==> config.mk <==
export PLATFORM = sky130hd
export DESIGN_NAME = fetch_unit_flat
export DESIGN_NICKNAME = d
export VERILOG_FILES = /design/src/rtl/core_pkg.sv /design/src/rtl/fetch_unit_if.sv /design/src/rtl/fetch_skid_buffer.sv /design/src/rtl/fetch_unit.sv /design/src/flat_wrapper.sv
export SDC_FILE = /design/constraint.sdc
export NUM_CORES = 1
export LEC_CHECK = 0
export CORE_ASPECT_RATIO = 0.7
export CORE_MARGIN = 2
export CORE_UTILIZATION = 54
export DETAILED_ROUTE_END_ITERATION = 6
export HOLD_SLACK_MARGIN = 0.02
export PLACE_DENSITY = 0.81
export SYNTH_ARGS = -nofsm -noshare
export SYNTH_HDL_FRONTEND = slang
export SYNTH_HIERARCHICAL = 1
export SYNTH_SLANG_ARGS = --single-unit
==> constraint.sdc <==
create_clock -name clock -period 3.1 [get_ports clock]
set_input_delay 0.465 -clock clock [delete_from_list [all_inputs] [get_ports clock]]
set_output_delay 0.465 -clock clock [all_outputs]
set_load 0.03 [all_outputs]
==> src/rtl/core_pkg.sv <==
// Shared fetch-path types: FSM states, architectural widths and buffer entry layout.
package core_pkg;

  localparam int unsigned XLEN              = 32;
  localparam int unsigned INSTRUCTION_ALIGN = 4;

  typedef enum logic [0:0] {
    S_IDLE,
    S_WAIT
  } fetch_state;

  typedef struct packed {
    logic [XLEN-1:0] word;
    logic [XLEN-1:0] pc;
  } fetch_entry;

  // Instruction addresses must sit on a word boundary.
  function automatic logic is_aligned(input logic [XLEN-1:0] addr);
    return (addr % INSTRUCTION_ALIGN) == '0;
  endfunction

endpackage

==> src/rtl/fetch_unit_if.sv <==
// Valid/ready stream port between fetch and decode.
interface skid_buffer_port #(
  parameter int unsigned WIDTH = 32
) ();

  logic             valid;
  logic [WIDTH-1:0] data;
  logic             ready;

  // Producer side: drives valid/data, samples ready.
  modport downstream (
    output valid,
    output data,
    input  ready
  );

  // Consumer side: samples valid/data, drives ready.
  modport upstream (
    input  valid,
    input  data,
    output ready
  );

endinterface

==> src/rtl/fetch_skid_buffer.sv <==
// Small in-order FIFO of fetched words with flush; head is always slot 0.
module fetch_skid_buffer
  import core_pkg::*;
#(
  parameter  int unsigned DEPTH = 2,
  localparam int unsigned CW    = $clog2(DEPTH + 1)
) (
  input  logic          clock,
  input  logic          nreset,
  input  logic          push_i,
  input  fetch_entry    entry_i,
  input  logic          pop_i,
  input  logic          flush_i,
  output logic [CW-1:0] count_o,
  output fetch_entry    head_o
);

  fetch_entry    entry_q [DEPTH];
  fetch_entry    entry_d [DEPTH];
  logic [CW-1:0] count_q;
  logic [CW-1:0] count_d;
  logic [CW-1:0] wr_idx;
  logic          pop_eff;
  logic          push_eff;

  // Next-state: shift on pop, write behind the surviving entries on push.
  always_comb begin
    entry_d  = entry_q;
    count_d  = count_q;
    pop_eff  = pop_i && (count_q != '0);
    push_eff = push_i && ((count_q < CW'(DEPTH)) || pop_eff);
    wr_idx   = count_q - CW'(pop_eff);
    if (flush_i) begin
      count_d = '0;
    end else begin
      if (pop_eff) begin
        for (int unsigned i = 0; i + 1 < DEPTH; i++) begin
          entry_d[i] = entry_q[i+1];
        end
      end
      if (push_eff) begin
        for (int unsigned i = 0; i < DEPTH; i++) begin
          if (wr_idx == CW'(i)) begin
            entry_d[i] = entry_i;
          end
        end
      end
      count_d = count_q + CW'(push_eff) - CW'(pop_eff);
    end
  end

  // Storage and occupancy registers.
  always_ff @(posedge clock or negedge nreset) begin
    if (!nreset) begin
      count_q <= '0;
      for (int unsigned i = 0; i < DEPTH; i++) begin
        entry_q[i] <= '0;
      end
    end else begin
      count_q <= count_d;
      for (int unsigned i = 0; i < DEPTH; i++) begin
        entry_q[i] <= entry_d[i];
      end
    end
  end

  assign count_o = count_q;
  assign head_o  = entry_q[0];

endmodule

==> src/rtl/fetch_unit.sv <==
// Fetch stage: owns the PC, issues single-outstanding memory reads, buffers
// returned words for the decoder and handles execute redirects.
module fetch_unit
  import core_pkg::*;
#(
  parameter logic [XLEN-1:0] RESET_PC     = 32'h0000_0000,
  parameter int unsigned     BUFFER_DEPTH = 2
) (
  input  logic                   clock,
  input  logic                   nreset,
  skid_buffer_port.downstream    decoder,
  output logic [XLEN-1:0]        fetched_pc,
  output logic                   mem_read_request,
  output logic [XLEN-1:0]        mem_read_addr,
  input  logic                   mem_read_ack,
  input  logic [XLEN-1:0]        mem_read_data,
  input  logic                   redirect_valid,
  input  logic [XLEN-1:0]        redirect_target,
  output logic                   fetch_error
);

  localparam int unsigned CW = $clog2(BUFFER_DEPTH + 1);

  fetch_state      state_q, state_d;
  logic [XLEN-1:0] pc_q, pc_d;
  logic [XLEN-1:0] addr_q, addr_d;
  logic            req_q, req_d;
  logic            drop_q, drop_d;
  logic            err_q, err_d;

  logic            push;
  logic            pop;
  logic            flush;
  logic [CW-1:0]   buf_count;
  logic [CW-1:0]   count_next;
  fetch_entry      head;
  fetch_entry      push_entry;

  assign pop        = (buf_count != '0) && decoder.ready;
  assign push_entry = '{word: mem_read_data, pc: addr_q};

  fetch_skid_buffer #(
    .DEPTH (BUFFER_DEPTH)
  ) u_buffer (
    .clock   (clock),
    .nreset  (nreset),
    .push_i  (push),
    .entry_i (push_entry),
    .pop_i   (pop),
    .flush_i (flush),
    .count_o (buf_count),
    .head_o  (head)
  );

  // Next-state: redirect wins; otherwise issue when room remains, retire on ack.
  always_comb begin
    state_d    = state_q;
    pc_d       = pc_q;
    addr_d     = addr_q;
    req_d      = req_q;
    drop_d     = drop_q;
    err_d      = err_q;
    push       = 1'b0;
    flush      = 1'b0;
    count_next = buf_count - CW'(pop);

    if (redirect_valid) begin
      flush = 1'b1;
      pc_d  = redirect_target;
      if (!is_aligned(redirect_target)) begin
        err_d = 1'b1;
      end
    end

    unique case (state_q)
      S_IDLE: begin
        if (!redirect_valid && !err_q && (count_next <= CW'(BUFFER_DEPTH - 1))) begin
          req_d   = 1'b1;
          addr_d  = pc_q;
          state_d = S_WAIT;
        end
      end
      S_WAIT: begin
        if (mem_read_ack) begin
          req_d   = 1'b0;
          drop_d  = 1'b0;
          state_d = S_IDLE;
          if (!redirect_valid && !drop_q) begin
            push = 1'b1;
            pc_d = addr_q + XLEN'(INSTRUCTION_ALIGN);
          end
        end else if (redirect_valid) begin
          // The bus read cannot be withdrawn; let it finish and discard it.
          drop_d = 1'b1;
        end
      end
      default: state_d = S_IDLE;
    endcase
  end

  // Control and address registers.
  always_ff @(posedge clock or negedge nreset) begin
    if (!nreset) begin
      state_q <= S_IDLE;
      pc_q    <= RESET_PC;
      addr_q  <= '0;
      req_q   <= 1'b0;
      drop_q  <= 1'b0;
      err_q   <= 1'b0;
    end else begin
      state_q <= state_d;
      pc_q    <= pc_d;
      addr_q  <= addr_d;
      req_q   <= req_d;
      drop_q  <= drop_d;
      err_q   <= err_d;
    end
  end

  assign decoder.valid    = (buf_count != '0);
  assign decoder.data     = head.word;
  assign fetched_pc       = head.pc;
  assign mem_read_request = req_q;
  assign mem_read_addr    = addr_q;
  assign fetch_error      = err_q;

endmodule

==> src/flat_wrapper.sv <==
// flat-port wrapper written by rule: the top's interface ports become plain ports
module fetch_unit_flat import core_pkg::*;
#(
  parameter logic [XLEN-1:0] RESET_PC     = 32'h0000_0000,
  parameter int unsigned     BUFFER_DEPTH = 2
)
  (clock, nreset, fetched_pc, mem_read_request, mem_read_addr, mem_read_ack, mem_read_data, redirect_valid, redirect_target, fetch_error, decoder_valid, decoder_data, decoder_ready);
  skid_buffer_port #(.WIDTH(32)) decoder_i ();
  input  logic clock;
  input  logic nreset;
  output logic [XLEN-1:0] fetched_pc;
  output logic mem_read_request;
  output logic [XLEN-1:0] mem_read_addr;
  input  logic mem_read_ack;
  input  logic [XLEN-1:0] mem_read_data;
  input  logic redirect_valid;
  input  logic [XLEN-1:0] redirect_target;
  output logic fetch_error;
  output wire logic [$bits(decoder_i.valid)-1:0] decoder_valid;
  output wire logic [$bits(decoder_i.data)-1:0] decoder_data;
  input wire logic [$bits(decoder_i.ready)-1:0] decoder_ready;
  assign decoder_valid = decoder_i.valid;
  assign decoder_data = decoder_i.data;
  assign decoder_i.ready = decoder_ready;
  fetch_unit #(.RESET_PC(RESET_PC), .BUFFER_DEPTH(BUFFER_DEPTH)) u_core (.clock(clock), .nreset(nreset), .decoder(decoder_i), .fetched_pc(fetched_pc), .mem_read_request(mem_read_request), .mem_read_addr(mem_read_addr), .mem_read_ack(mem_read_ack), .mem_read_data(mem_read_data), .redirect_valid(redirect_valid), .redirect_target(redirect_target), .fetch_error(fetch_error));
endmodule
* Yosys cells after proc, flatten, opt, wreduce, memory -nomap -nowiden *
Cells that the tools add are included.

storage, ports and cells
  register bits = 198
  input port bits = 69
  output and inout bits = 99
  word-level logic and storage cells = 64

cells by class
  add/subtract/negate cells = 5
  order comparisons = 2
  equal/unequal tests = 3
  mux-type cells = 21
  bitwise gates (word level) = 3
  reduce and logical (&&, ||, !) cells = 19

operators with widths
  operator                                                         count
  two-way mux 64 bit                                               3
  two-way mux 128 bit                                              1
  two-way mux 32 bit                                               4
  adder 32 x 3 -> 32 bit (second input constant)                   1
  zero test 32 bit                                                 1
  two-way mux 1 bit                                                10
  AND reduction 2 bit                                              4
  logical AND 1 bit                                                6
  subtractor 2 x 1 -> 2 bit                                        3
  case mux 1 bit (2 select lines)                                  2
  nonzero test 2 bit                                               2
  zero test 1 bit                                                  3
  NOT 1 bit                                                        3
  AND reduction 3 bit                                              1
  adder 2 x 1 -> 2 bit                                             1
  == test 2 x 1 -> 1 bit (second input constant)                   1
  less-or-equal comparator 2 x 1 -> 1 bit (second input constant)  1
  zero test 2 bit                                                  1
  less-than comparator 2 bit (second input constant)               1
  two-way mux 2 bit                                                1
  inequality test 2 x 1 -> 1 bit (second input constant)           1
  inequality test 2 bit (second input constant)                    1
  logical OR 1 bit                                                 1

* Depth between registers and ports, before layout *
Gate-level depths: netlist of run 1.

  word-level depth = 9
  mapped depth = 13
  depth with buffers taken out = 10

* By module *
Netlist of run 1, hierarchy kept.

modules (own cells, without submodules)
  module             instances  cells each  area each (um^2)  sequential area each (um^2)
  fetch_skid_buffer  1          511         6,730.2           3,253.1
  fetch_unit         1          323         3,479.6           1,701.6

* Worst setup path after synthesis of run 1 *
No wires, ideal clock.

  kind = input port to flip-flop
  start = input port redirect_valid
  end = register u_core.u_buffer.count_q[1] (netlist: u_core/u_buffer/count_o[1])
  library setup time = 132 ps
  arrival time = 2,551 ps
  data required time = 2,968 ps
  path slack = 417 ps
  stages on the path = 12
  buffers on the path = 3
  path through = or3_1 > clkbuf_1 > clkinv_1 > buf_2 > buf_1 > o21ai_0 > ha_1 > inv_1 > ha_1 > xnor2_1 > xnor2_1 > nor2_1

between the ends
  longest elaborated chain between the ends = 9
  elaborated cells on any way between the ends = 10
  those cells by class = 2 x add/sub; 5 x mux; 3 x reduce/logical

ends and longest elaborated chain
  what                                  line                     text
  start, declared                       flat_wrapper.sv:16       input logic redirect_valid;
  zero test 1 bit                       fetch_unit.sv:88         if (!redirect_valid && !drop_q) begin
  logical AND 1 bit                     fetch_unit.sv:88
  two-way mux 1 bit                     fetch_unit.sv:88
  two-way mux 1 bit                     fetch_unit.sv:84         if (mem_read_ack) begin
  two-way mux 1 bit                     fetch_unit.sv:75         unique case (state_q)
  named net u_core.push                 fetch_unit.sv:31         logic push;
  logical AND 1 bit                     fetch_skid_buffer.sv:31  push_eff = push_i && ((count_q < CW'(DEPTH)) || pop_eff);
  adder 2 x 1 -> 2 bit                  fetch_skid_buffer.sv:48  count_d = count_q + CW'(push_eff) - CW'(pop_eff);
  subtractor 2 x 1 -> 2 bit             fetch_skid_buffer.sv:48
  two-way mux 2 bit                     fetch_skid_buffer.sv:33  if (flush_i) begin
  named net u_core.u_buffer.count_d[1]  fetch_skid_buffer.sv:21  logic [CW-1:0] count_d;
  end signal, assigned                  fetch_skid_buffer.sv:60  count_q <= count_d;
  end, declared                         fetch_skid_buffer.sv:20  logic [CW-1:0] count_q;

The timed path passes the listed nets, and every way through them passes these cells.
A chain may end at the register's enable or synchronous reset.

* Worst setup path after layout of run 1 *
  start = register u_core.u_buffer.count_q[1] (netlist: u_core/u_buffer/count_o[1])
  end = register u_core/u_buffer/entry_q[63] (netlist name)

between the ends
  longest elaborated chain between the ends = 6
  elaborated cells on any way between the ends = 9
  those cells by class = 1 x add/sub; 1 x order compare; 1 x eq/ne; 6 x reduce/logical

ends and longest elaborated chain
  what                                                           line                                              text
  nonzero test 2 bit *                                           fetch_unit.sv:39                                  assign pop = (buf_count != '0) && decoder.ready;
  logical AND 1 bit *                                            fetch_unit.sv:39
  named net u_core.pop                                           fetch_unit.sv:32                                  logic pop;
  logical AND 1 bit *                                            fetch_skid_buffer.sv:30                           pop_eff = pop_i && (count_q != '0);
  subtractor 2 x 1 -> 2 bit or logical OR 1 bit (tied branches)  fetch_skid_buffer.sv:32, fetch_skid_buffer.sv:31
  == test 2 x 1 -> 1 bit or logical AND 1 bit (tied branches)    fetch_skid_buffer.sv:43, fetch_skid_buffer.sv:31
  AND reduction 3 bit (no source line) *                         --
  end signal, assigned by index                                  fetch_skid_buffer.sv:62                           entry_q[i] <= entry_d[i];
  end, declared                                                  fetch_skid_buffer.sv:18                           fetch_entry entry_q [DEPTH];

The timed path passes the listed nets; every way through them passes the cells marked *.

==> results of run 1 <==
==> Yosys cell counts (9+ instances only) <==
library cell | n | share of area, %
nand2_1 | 22 | 0.81
buf_2 | 9 | 0.44
o31ai_1 | 10 | 0.74
and3_1 | 67 | 4.1
buf_4 | 65 | 4.8
o2bb2ai_1 | 64 | 5.5
a31oi_1 | 12 | 0.74
mux2i_1 | 71 | 7.0
clkbuf_1 | 36 | 1.3
mux2_2 | 36 | 4.0
xnor2_1 | 9 | 0.77
nor2b_1 | 26 | 1.6
a211oi_1 | 30 | 2.2
nand3_1 | 9 | 0.44
o21ai_0 | 11 | 0.54
a21oi_1 | 11 | 0.54
dfrtp_1 | 198 | 49
mux2_4 | 60 | 8.8
or4_1 | 11 | 0.81
==> final cells by class <==
| type | count | area (µm²) |
|---|---|---|
| inverter | 8 | 30.0 |
| clock buffer | 20 | 447 |
| clock inverter | 12 | 175 |
| sequential | 198 | 4950 |
| fill | 1414 | 6550 |
| multi-input combinational | 503 | 4360 |
| timing repair buffer | 187 | 1890 |
| tap | 242 | 303 |
==> cell families (layout without fill, tap and decap cells) <==
| kind of cell | count (synthesis) | count (layout) | synth area share [%] |
|---|---|---|---|
| buffers and inverters | 133 | 227 | 8.86 |
| and+or+nand+nor | 177 | 177 | 10.7 |
| adders and majority gates | 4 | 4 | 0.490 |
| muxes | 167 | 167 | 19.8 |
| DFF | 198 | 198 | 48.5 |
| xor gates and xnor gates | 13 | 13 | 1.12 |
| AOI/OAI and AO/OA | 142 | 142 | 10.6 |
==> state kept, by name, indices dropped and copies added, names as in the netlist <==
| name | flops |
|---|---|
| u_core/mem_read_addr | 32 |
| u_core/fetch_error | 1 |
| u_core/u_buffer/entry_q | 64 |
| u_core/drop_q | 1 |
| u_core/state_q | 1 |
| u_core/mem_read_request | 1 |
| u_core/u_buffer/head_o | 64 |
| u_core/u_buffer/count_o | 2 |
| u_core/pc_q | 32 |
==> per-stage QoR <==
step                setup slack [ns]  util [%]  hold WS [ns]
floorplan                      0.417         -         0.169
global placement               0.346      61.6         0.471
detailed placement             0.316      61.6         0.471
CTS                            0.523      65.0         0.108
global route                   0.413      65.0         0.124
finish                         0.503      65.0        0.0843
==> layer usage <==
layer / vias to the layer above / track usage [%] / share of wire [%]
li1: 3175 / - / -
met1: 3504 / 37.9 / 48
met2: 229 / 36.0 / 45
met3: 20 / 5.88 / 6.0
met4: 0 / 6.25 / 1.3
met5: - / 0 / 0
==> power by group through the flow <==
stage	Combinational, mW	Sequential (mW)	Clock (mW)
2_1_floorplan	0.333	3.00	0
6_report	0.773	2.91	2.34
3_5_place_dp	0.775	2.95	0
5_1_grt	0.824	2.93	2.52
3_3_place_gp	0.763	2.95	0
4_1_cts	0.780	2.91	2.38
==> worst min-delay path by stage <==
stage	slack [ns]	to	depth (start not counted)
finish	0.08	u_core/u_buffer/entry_q[61]	1
detailed placement	0.47	u_core/mem_read_request	2
CTS	0.11	u_core/u_buffer/entry_q[61]	1
global route	0.12	u_core/u_buffer/entry_q[62]	1
global placement	0.47	u_core/mem_read_request	2
floorplan	0.17	u_core/drop_q	0
==> reports/metrics.yaml, run 1 <==
timing.rr.end: "u_core/u_buffer/entry_q[63]"
cts_inserted_buffers: 17
cp.required_ns: 3.41
setup_viol: 0
finalInstanceArea_um2: 12200
cts_resized: 0
fin_cells: 1170
rsz0062_at_grt: "no"
hold_viol_final: 0
overflow: 0
track_usage_pct: 24.9
synth_area_um2: 10200
end_kind: "flop"
slowest_delay_ns: 0.44
cts_sinks: 198
antenna_found_initial: 0
drt_first_pass_iters: 4
relSlewSlack_pct: 29.9
clock_path_buffers: 2
avgViaCountPerCell: 5.92
io_buffers: 167
vdd_ir_drop_max_v: 0.000283
yosysSeqAreaShare_pct: 48.5
cts.clk_slew.worst_paths_ns: 0.07
clkPwrFrac_pct: 38.9
cts-hold-fix-buffers: 0
cts_tree: "done"
die-area_um2: 20000
cp_max_fo: 37
ant_nets: 0
arrival_ns: 2.91
final_common_cell: "dfrtp_1"
drtIter0Drc: 512
yosys_warnings: 6
synth_fp_nets: 907
dpl_cell_area_um2: 11500
worst-path-buf-inv: 2
grt_max_degree: 84
fin_nets: 988
grt_pass1_vias: 6889
htreeDepth: 4
total_power_mw: 6.02
layout_common_cells: "198 x dfrtp_1, 165 x clkdlybuf4s50_1, 71 x mux2i_1"
path_delay_family: "simple AND/OR/NAND/NOR gates"
regToRegSetupSlack_ns: 0.50
endpoint: "u_core/u_buffer/entry_q[63]"
ys_types: 45
drc: 0
power_frac_comb_pct: 12.8
postCtsSetupBuffers: 0
n_antenna_cell: 0
post_drt_wl_per_cell_um: 20.6
rr_worst_depth: 8
worst_slew_pin_slew_ns: 1.04
num_io_pins: 168
synth-edff-count: 0
avgSynthCellArea_um2: 12.2
slew_viol_final: 0
setup_tns_ns: 0
min_path_type: "in2async"
vias: 6928
ys.flop_type: "dfrtp_1"
rows: 42
max_freq_ghz: 0.385
routed_wirelength_um: 24100
clk_latency_ns: 0.43
cts-root-buf: "clkbuf_16"
fp.dieW_um: 168
fin_crit_sh_pct: 83.8
cp.depth: 8
cpMaxStageDelayCell: "dfrtp_1"
gp_congestion: 0.784
fin_skew_ns: 0.0112
grt_pass1_wl_um: 39200
status: "complete, no violations"
r2r_start: "u_core/u_buffer/count_o[1]"
cap_violations: 0
leakagePower_nw: 5.82
pwr-share-seq_pct: 48.3
power_per_cell_area_nw_per_um2: 496
async_reset_ff_share_pct: 100
die_height_um: 119
ys_seq_elements: 198
synth_cells: 834
power.switching_mw: 1.56
p_int_mw: 4.47
critPathLaunch: "u_core/u_buffer/count_o[1]"
core_area_um2: 18700
start_kind: "flop"
min_period_ns: 2.60
drive_above_1_share_pct: 16.9
initial_core_util_pct: 54.6
dp_cells: 1138
syn_to_final_growth_pct: 19.0
switching_share_pct: 25.8
crit_chain: "or2_2 > and2_2 > buf_4 > nor2_1 > a21oi_1 > nor3b_4 > buf_12 > mux2_2"
hpwlAfterDp_um: 15200
path_class: "reg2reg"
(Power assumes the default switching activity.)
==> inputs of run 2 (changes only) <==
- clock period: 3.1 -> 2.51 ns (I/O delays scaled with it)
==> reports/metrics.yaml, run 2 (same netlist as run 1, synthesis figures left out) <==
status: "complete, no violations"
rr_worst_depth: 7  # -1
hpwlAfterDp_um: 15600  # +2.3%
grt_pass1_vias: 7174  # +4.1%
relSlewSlack_pct: 56.3  # +26 points
min_period_ns: 2.36  # -0.240 ns
use_met2_pct: 37.5  # +1.5 points
setup_viol: 0  # unchanged
fin_crit_sh_pct: 93.9  # +10 points
cts_inserted_buffers: 17  # unchanged
n_antenna_cell: 0  # unchanged
cts-root-buf: "clkbuf_16"
critPathLaunch: "u_core/u_buffer/count_o[1]"
cts_resized: 0  # unchanged
end_kind: "flop"
htreeDepth: 4  # unchanged
drt_first_pass_iters: 4  # unchanged
final_common_cell: "dfrtp_1"
cts.clk_slew.worst_paths_ns: 0.07  # about the same
drtIter0Drc: 623  # +22%
fin_nets: 1010  # +2.2%
layout_common_cells: "198 x dfrtp_1, 165 x clkdlybuf4s50_1, 71 x mux2i_1"
start_kind: "flop"
gp_congestion: 0.805  # +2.7%
setup_tns_ns: 0  # unchanged
slowest_delay_ns: 0.42  # -0.02 ns
grt_pass1_wl_um: 40000  # +2.1%
ant_nets: 0  # unchanged
min_path_type: "reg2reg"
cp_max_fo: 20  # -46%
drive_above_1_share_pct: 18.7  # +1.8 points
max_freq_ghz: 0.424  # +10%
power_per_cell_area_nw_per_um2: 612  # +23%
whs_endpoint: "u_core/u_buffer/head_o[48]"
regToRegSetupSlack_ns: 0.15  # -0.35 ns
cap_violations: 0  # unchanged
fp.dieW_um: 168  # unchanged
hold_depth: 1
initial_core_util_pct: 54.6  # unchanged
cpMaxStageDelayCell: "or4_1"
vias: 7131  # +2.9%
hold_viol_final: 0  # unchanged
cts_sinks: 198  # unchanged
grt_use_met1_pct: 38.3  # +0.39 points
dp_cells: 1159  # +1.8%
cp.required_ns: 2.82  # -0.59 ns
routed_wirelength_um: 24700  # +2.7%
num_io_pins: 168  # unchanged
fin_skew_ns: 0.0106  # -0.000656 ns
finalInstanceArea_um2: 12400  # +2.1%
cts_tree: "done"
r2r_start: "u_core/u_buffer/count_o[1]"
fin_util_pct: 66.3  # +1.4 points
total_power_mw: 7.59  # +26%
min-delay-start: "u_core/u_buffer/head_o[48]"
track_usage_pct: 25.5  # +0.63 points
avgViaCountPerCell: 5.98  # +1.0%
die-area_um2: 20000  # unchanged
dpl_cell_area_um2: 11800  # +1.9%
path_class: "reg2reg"
post_drt_wl_per_cell_um: 20.7  # +0.82%
crit_chain: "or2_4 > and2_2 > ha_1 > xor2_1 > or4_1 > buf_4 > mux2_2"
slew_viol_final: 0  # unchanged
fin_cells: 1192  # +1.9%
drc: 0  # unchanged
die_height_um: 119  # unchanged
clk_latency_ns: 0.43  # about the same
io_buffers: 167  # unchanged
rsz0062_at_grt: "no"
core_area_um2: 18700  # unchanged
leakagePower_nw: 5.96  # +2.5%
syn_to_final_growth_pct: 21.6
grt_busiest_layer: "met1"
timing.rr.end: "u_core/mem_read_addr[12]"
clock_path_buffers: 2  # unchanged
rows: 42  # unchanged
vdd_ir_drop_max_v: 0.000395  # +39%
use_met3_pct: 6.21  # +0.33 points
grt_max_degree: 128  # +52%
worst_slew_pin_slew_ns: 0.655  # -0.387 ns
nFillCells: 1400  # -0.99%
overflow: 0  # unchanged
antenna_found_initial: 0  # unchanged
arrival_ns: 2.67  # -0.24 ns
-- run 2: cell count changes in the layout (fill, tap and decap cells not counted) --
cell           previous run  this run
buf_4                    16        32
buf_12                    5        10
bufinv_16                 4         5
clkinv_2                  4         3
clkinvlp_4                0         1
dlygate4sd3_1             0         1
inv_6                     2         1
or2_2                     2         1
or2_4                     0         1
-- run 2: worst max path at each step --
stage / end
after floorplan: u_core/mem_read_addr[22]
final: u_core/mem_read_addr[12]
after detailed placement: u_core/u_buffer/entry_q[63]
after CTS: u_core/mem_read_addr[12]
after global routing: u_core/mem_read_addr[10]
after global placement: u_core/u_buffer/entry_q[31]
-- run 2: where the power goes --
group          leakage (nW)  total (mW)  switching, mW  internal [mW]
clock                 0.314        3.00           1.20           1.80
sequential             2.67        3.54          0.180           3.36
combinational          2.98        1.05          0.558          0.490
-- run 2: cell type report --
class                      instances  area, µm²  share of cell area, %
multi-input combinational        503       4360                   35.1
inverter                           8       30.0                  0.242
clock inverter                    12        199                   1.60
timing repair buffer             209       2120                   17.0
sequential                       198       4950                   39.9
clock buffer                      20        447                   3.60
tap                              242        303                   2.44
-- run 2: timing repair --
action                    CTS  global route
hold buffers                1             0
setup buffers               0             0
hold endpoints to repair   65             0
-- run 2: routing by layer --
layer | up-vias | wire, µm
met5 | - | 0
met4 | 0 | 324
met3 | 24 | 1490
met2 | 248 | 11100
met1 | 3637 | 11800
li1 | 3222 | -
-- run 2: worst max-delay path, delay by kind of cell, from the launching register on --
family | cells | cell delay, ns
flops | 1 | 0.39
xor+xnor | 1 | 0.13
fa+ha+maj | 1 | 0.22
buf+inv | 1 | 0.25
simple gates | 3 | 0.93
mux | 1 | 0.31
-- run 2: stage by stage --
step | hold WS (ns) | setup slack (ns)
6_report | 0.489 | 0.152
5_1_grt | 0.509 | 0.0722
4_1_cts | 0.493 | 0.150
3_5_place_dp | 0.435 | -0.0128
3_3_place_gp | 0.433 | 0.0202
2_1_floorplan | 0.0809 | 0.0216
==> inputs of run 3 (changes only) <==
--- a/config.mk
+++ b/config.mk
@@ -11,3 +11,3 @@
 export DETAILED_ROUTE_END_ITERATION = 6
-export HOLD_SLACK_MARGIN = 0.02
+export HOLD_SLACK_MARGIN = 0.08
 export PLACE_DENSITY = 0.81
==> constraint.sdc (replaced) <==
create_clock -name clock -period 2.51 [get_ports clock]
set_input_delay 0.251 -clock clock [delete_from_list [all_inputs] [get_ports clock]]
set_output_delay 0.251 -clock clock [all_outputs]
set_load 0.03 [all_outputs]
==> reports/metrics.yaml, run 3 (same netlist as run 1, synthesis figures left out) <==
cts_tree: "done"
min_path_type: "in2async"
fin_skew_ns: 0.00655  # -0.00402 ns
setup_viol: 0  # unchanged
layout_common_cells: "198 x dfrtp_1, 165 x clkdlybuf4s50_1, 71 x mux2i_1"
drtIter0Drc: 636  # +2.1%
core_area_um2: 18700  # unchanged
initial_core_util_pct: 54.6  # unchanged
grt_pass1_vias: 6892  # -3.9%
dp_cells: 1158  # -0.086%
drc: 0  # unchanged
cts.clk_slew.worst_paths_ns: 0.07  # about the same
num_io_pins: 168  # unchanged
htreeDepth: 4  # unchanged
rsz0062_at_grt: "no"
avgViaCountPerCell: 5.89  # -1.5%
slew_viol_final: 0  # unchanged
leakagePower_nw: 5.93  # -0.50%
rows: 42  # unchanged
n_antenna_cell: 0  # unchanged
cts_resized: 0  # unchanged
total_power_mw: 7.39  # -2.6%
ant_nets: 0  # unchanged
power_per_cell_area_nw_per_um2: 598  # -2.2%
final_common_cell: "dfrtp_1"
setup_tns_ns: 0  # unchanged
fin_crit_sh_pct: 95.3  # +1.3 points
syn_to_final_growth_pct: 21.1
max_freq_ghz: 0.418  # -1.4%
arrival_ns: 2.70  # +0.03 ns
path_class: "reg2reg"
relSlewSlack_pct: 42.9  # -13 points
io_buffers: 167  # unchanged
vias: 7010  # -1.7%
cts_sinks: 198  # unchanged
fin_util_pct: 66.1  # -0.25 points
status: "complete, no violations"
min_period_ns: 2.39  # +0.0339 ns
vdd_ir_drop_max_v: 0.000433  # +9.7%
clk_latency_ns: 0.42  # about the same
cp.required_ns: 2.82  # about the same
routed_wirelength_um: 24200  # -2.1%
worst_slack_ns: 0.118  # -0.0339 ns
finalInstanceArea_um2: 12400  # -0.38%
drt_first_pass_iters: 5  # +1
start_kind: "flop"
clock_path_buffers: 2  # unchanged
postCtsSetupBuffers: 0  # unchanged
worst_slew_pin_slew_ns: 0.857  # +0.202 ns
die-area_um2: 20000  # unchanged
fin_nets: 1009  # -0.099%
grt_pass1_wl_um: 38700  # -3.3%
antenna_found_initial: 0  # unchanged
post_drt_wl_per_cell_um: 20.4  # -1.9%
hold_viol_final: 0  # unchanged
cp_max_fo: 19  # -5.0%
gp_congestion: 0.799  # -0.75%
hold_slack_ns: 0.333  # -0.156 ns
cap_violations: 0  # unchanged
drive_above_1_share_pct: 18.8  # +0.040 points
dp_slack_ns: 0.0951  # +0.108 ns
cts-root-buf: "clkbuf_16"
die_height_um: 119  # unchanged
grt_max_degree: 73  # -43%
dpl_cell_area_um2: 11700  # about the same
hpwlAfterDp_um: 15800  # +1.3%
cts_inserted_buffers: 17  # unchanged
fin_cells: 1190  # -0.17%
overflow: 0  # unchanged
end_kind: "flop"
fp.dieW_um: 168  # unchanged
track_usage_pct: 24.7  # -0.82 points
run 3: cell count changes in the layout (fill, tap and decap cells not counted):
| cell | delta |
|---|---|
| buf_4 | -1 |
| bufinv_16 | -2 |
| clkinv_2 | +1 |
| clkinv_4 | +1 |
| clkbuf_1 | -2 |
| clkbuf_8 | +1 |
run 3: power by group:
part / switching, mW / internal, mW / leakage, nW / total, mW
Clock: 1.20 / 1.62 / 0.299 / 2.82
Combinational: 0.538 / 0.481 / 2.96 / 1.02
Sequential: 0.194 / 3.36 / 2.67 / 3.56
run 3: layout make-up:
| cell class | instances | area (µm²) |
|---|---|---|
| Clock buffer | 19 | 453 |
| Clock inverter | 12 | 153 |
| Fill cell | 1378 | 6340 |
| Inverter | 8 | 30.0 |
| Multi-Input combinational cell | 503 | 4360 |
| Sequential cell | 198 | 4950 |
| Tap cell | 242 | 303 |
| Timing Repair Buffer | 208 | 2110 |
run 3: path summary, 6_finish.rpt:
kind	cells past startpoint	start	slack (ns)	endpoint
max	7	u_core/u_buffer/count_o[1]	0.12	u_core/mem_read_addr[28]
min	2	nreset	0.33	u_core/u_buffer/head_o[60]
max reg2reg	7	u_core/u_buffer/count_o[1]	0.12	u_core/mem_read_addr[28]
min reg2reg	1	u_core/u_buffer/head_o[53]	0.49	u_core/u_buffer/head_o[53]
max in group asynchronous	3	nreset	1.42	u_core/u_buffer/entry_q[17]
min in group clock	4	redirect_valid	0.38	u_core/u_buffer/entry_q[8]
run 3: repair_timing:
item                                    in CTS  in global routing
hold buffers                                 1                  0
endpoints found under the hold margin       49                  0
endpoints found under the setup margin       0                  0
run 3: critical path, stage by stage, from the launching register on:
cell     delay, ns
dfrtp_1       0.44
or2_4         0.27
and2_2        0.23
ha_1          0.21
xor2_1        0.13
or4_1         0.43
buf_4         0.25
mux2_2        0.31
run 3: per-layer routing:
layer	routed length, µm	part of all wire (%)	vias to the layer above	track usage (%)
li1	-	-	3217	-
met3	1520	6.3	20	5.25
met2	10700	44	231	35.4
met4	270	1.1	0	6.09
met5	0	0	-	0
met1	11800	49	3542	38.3
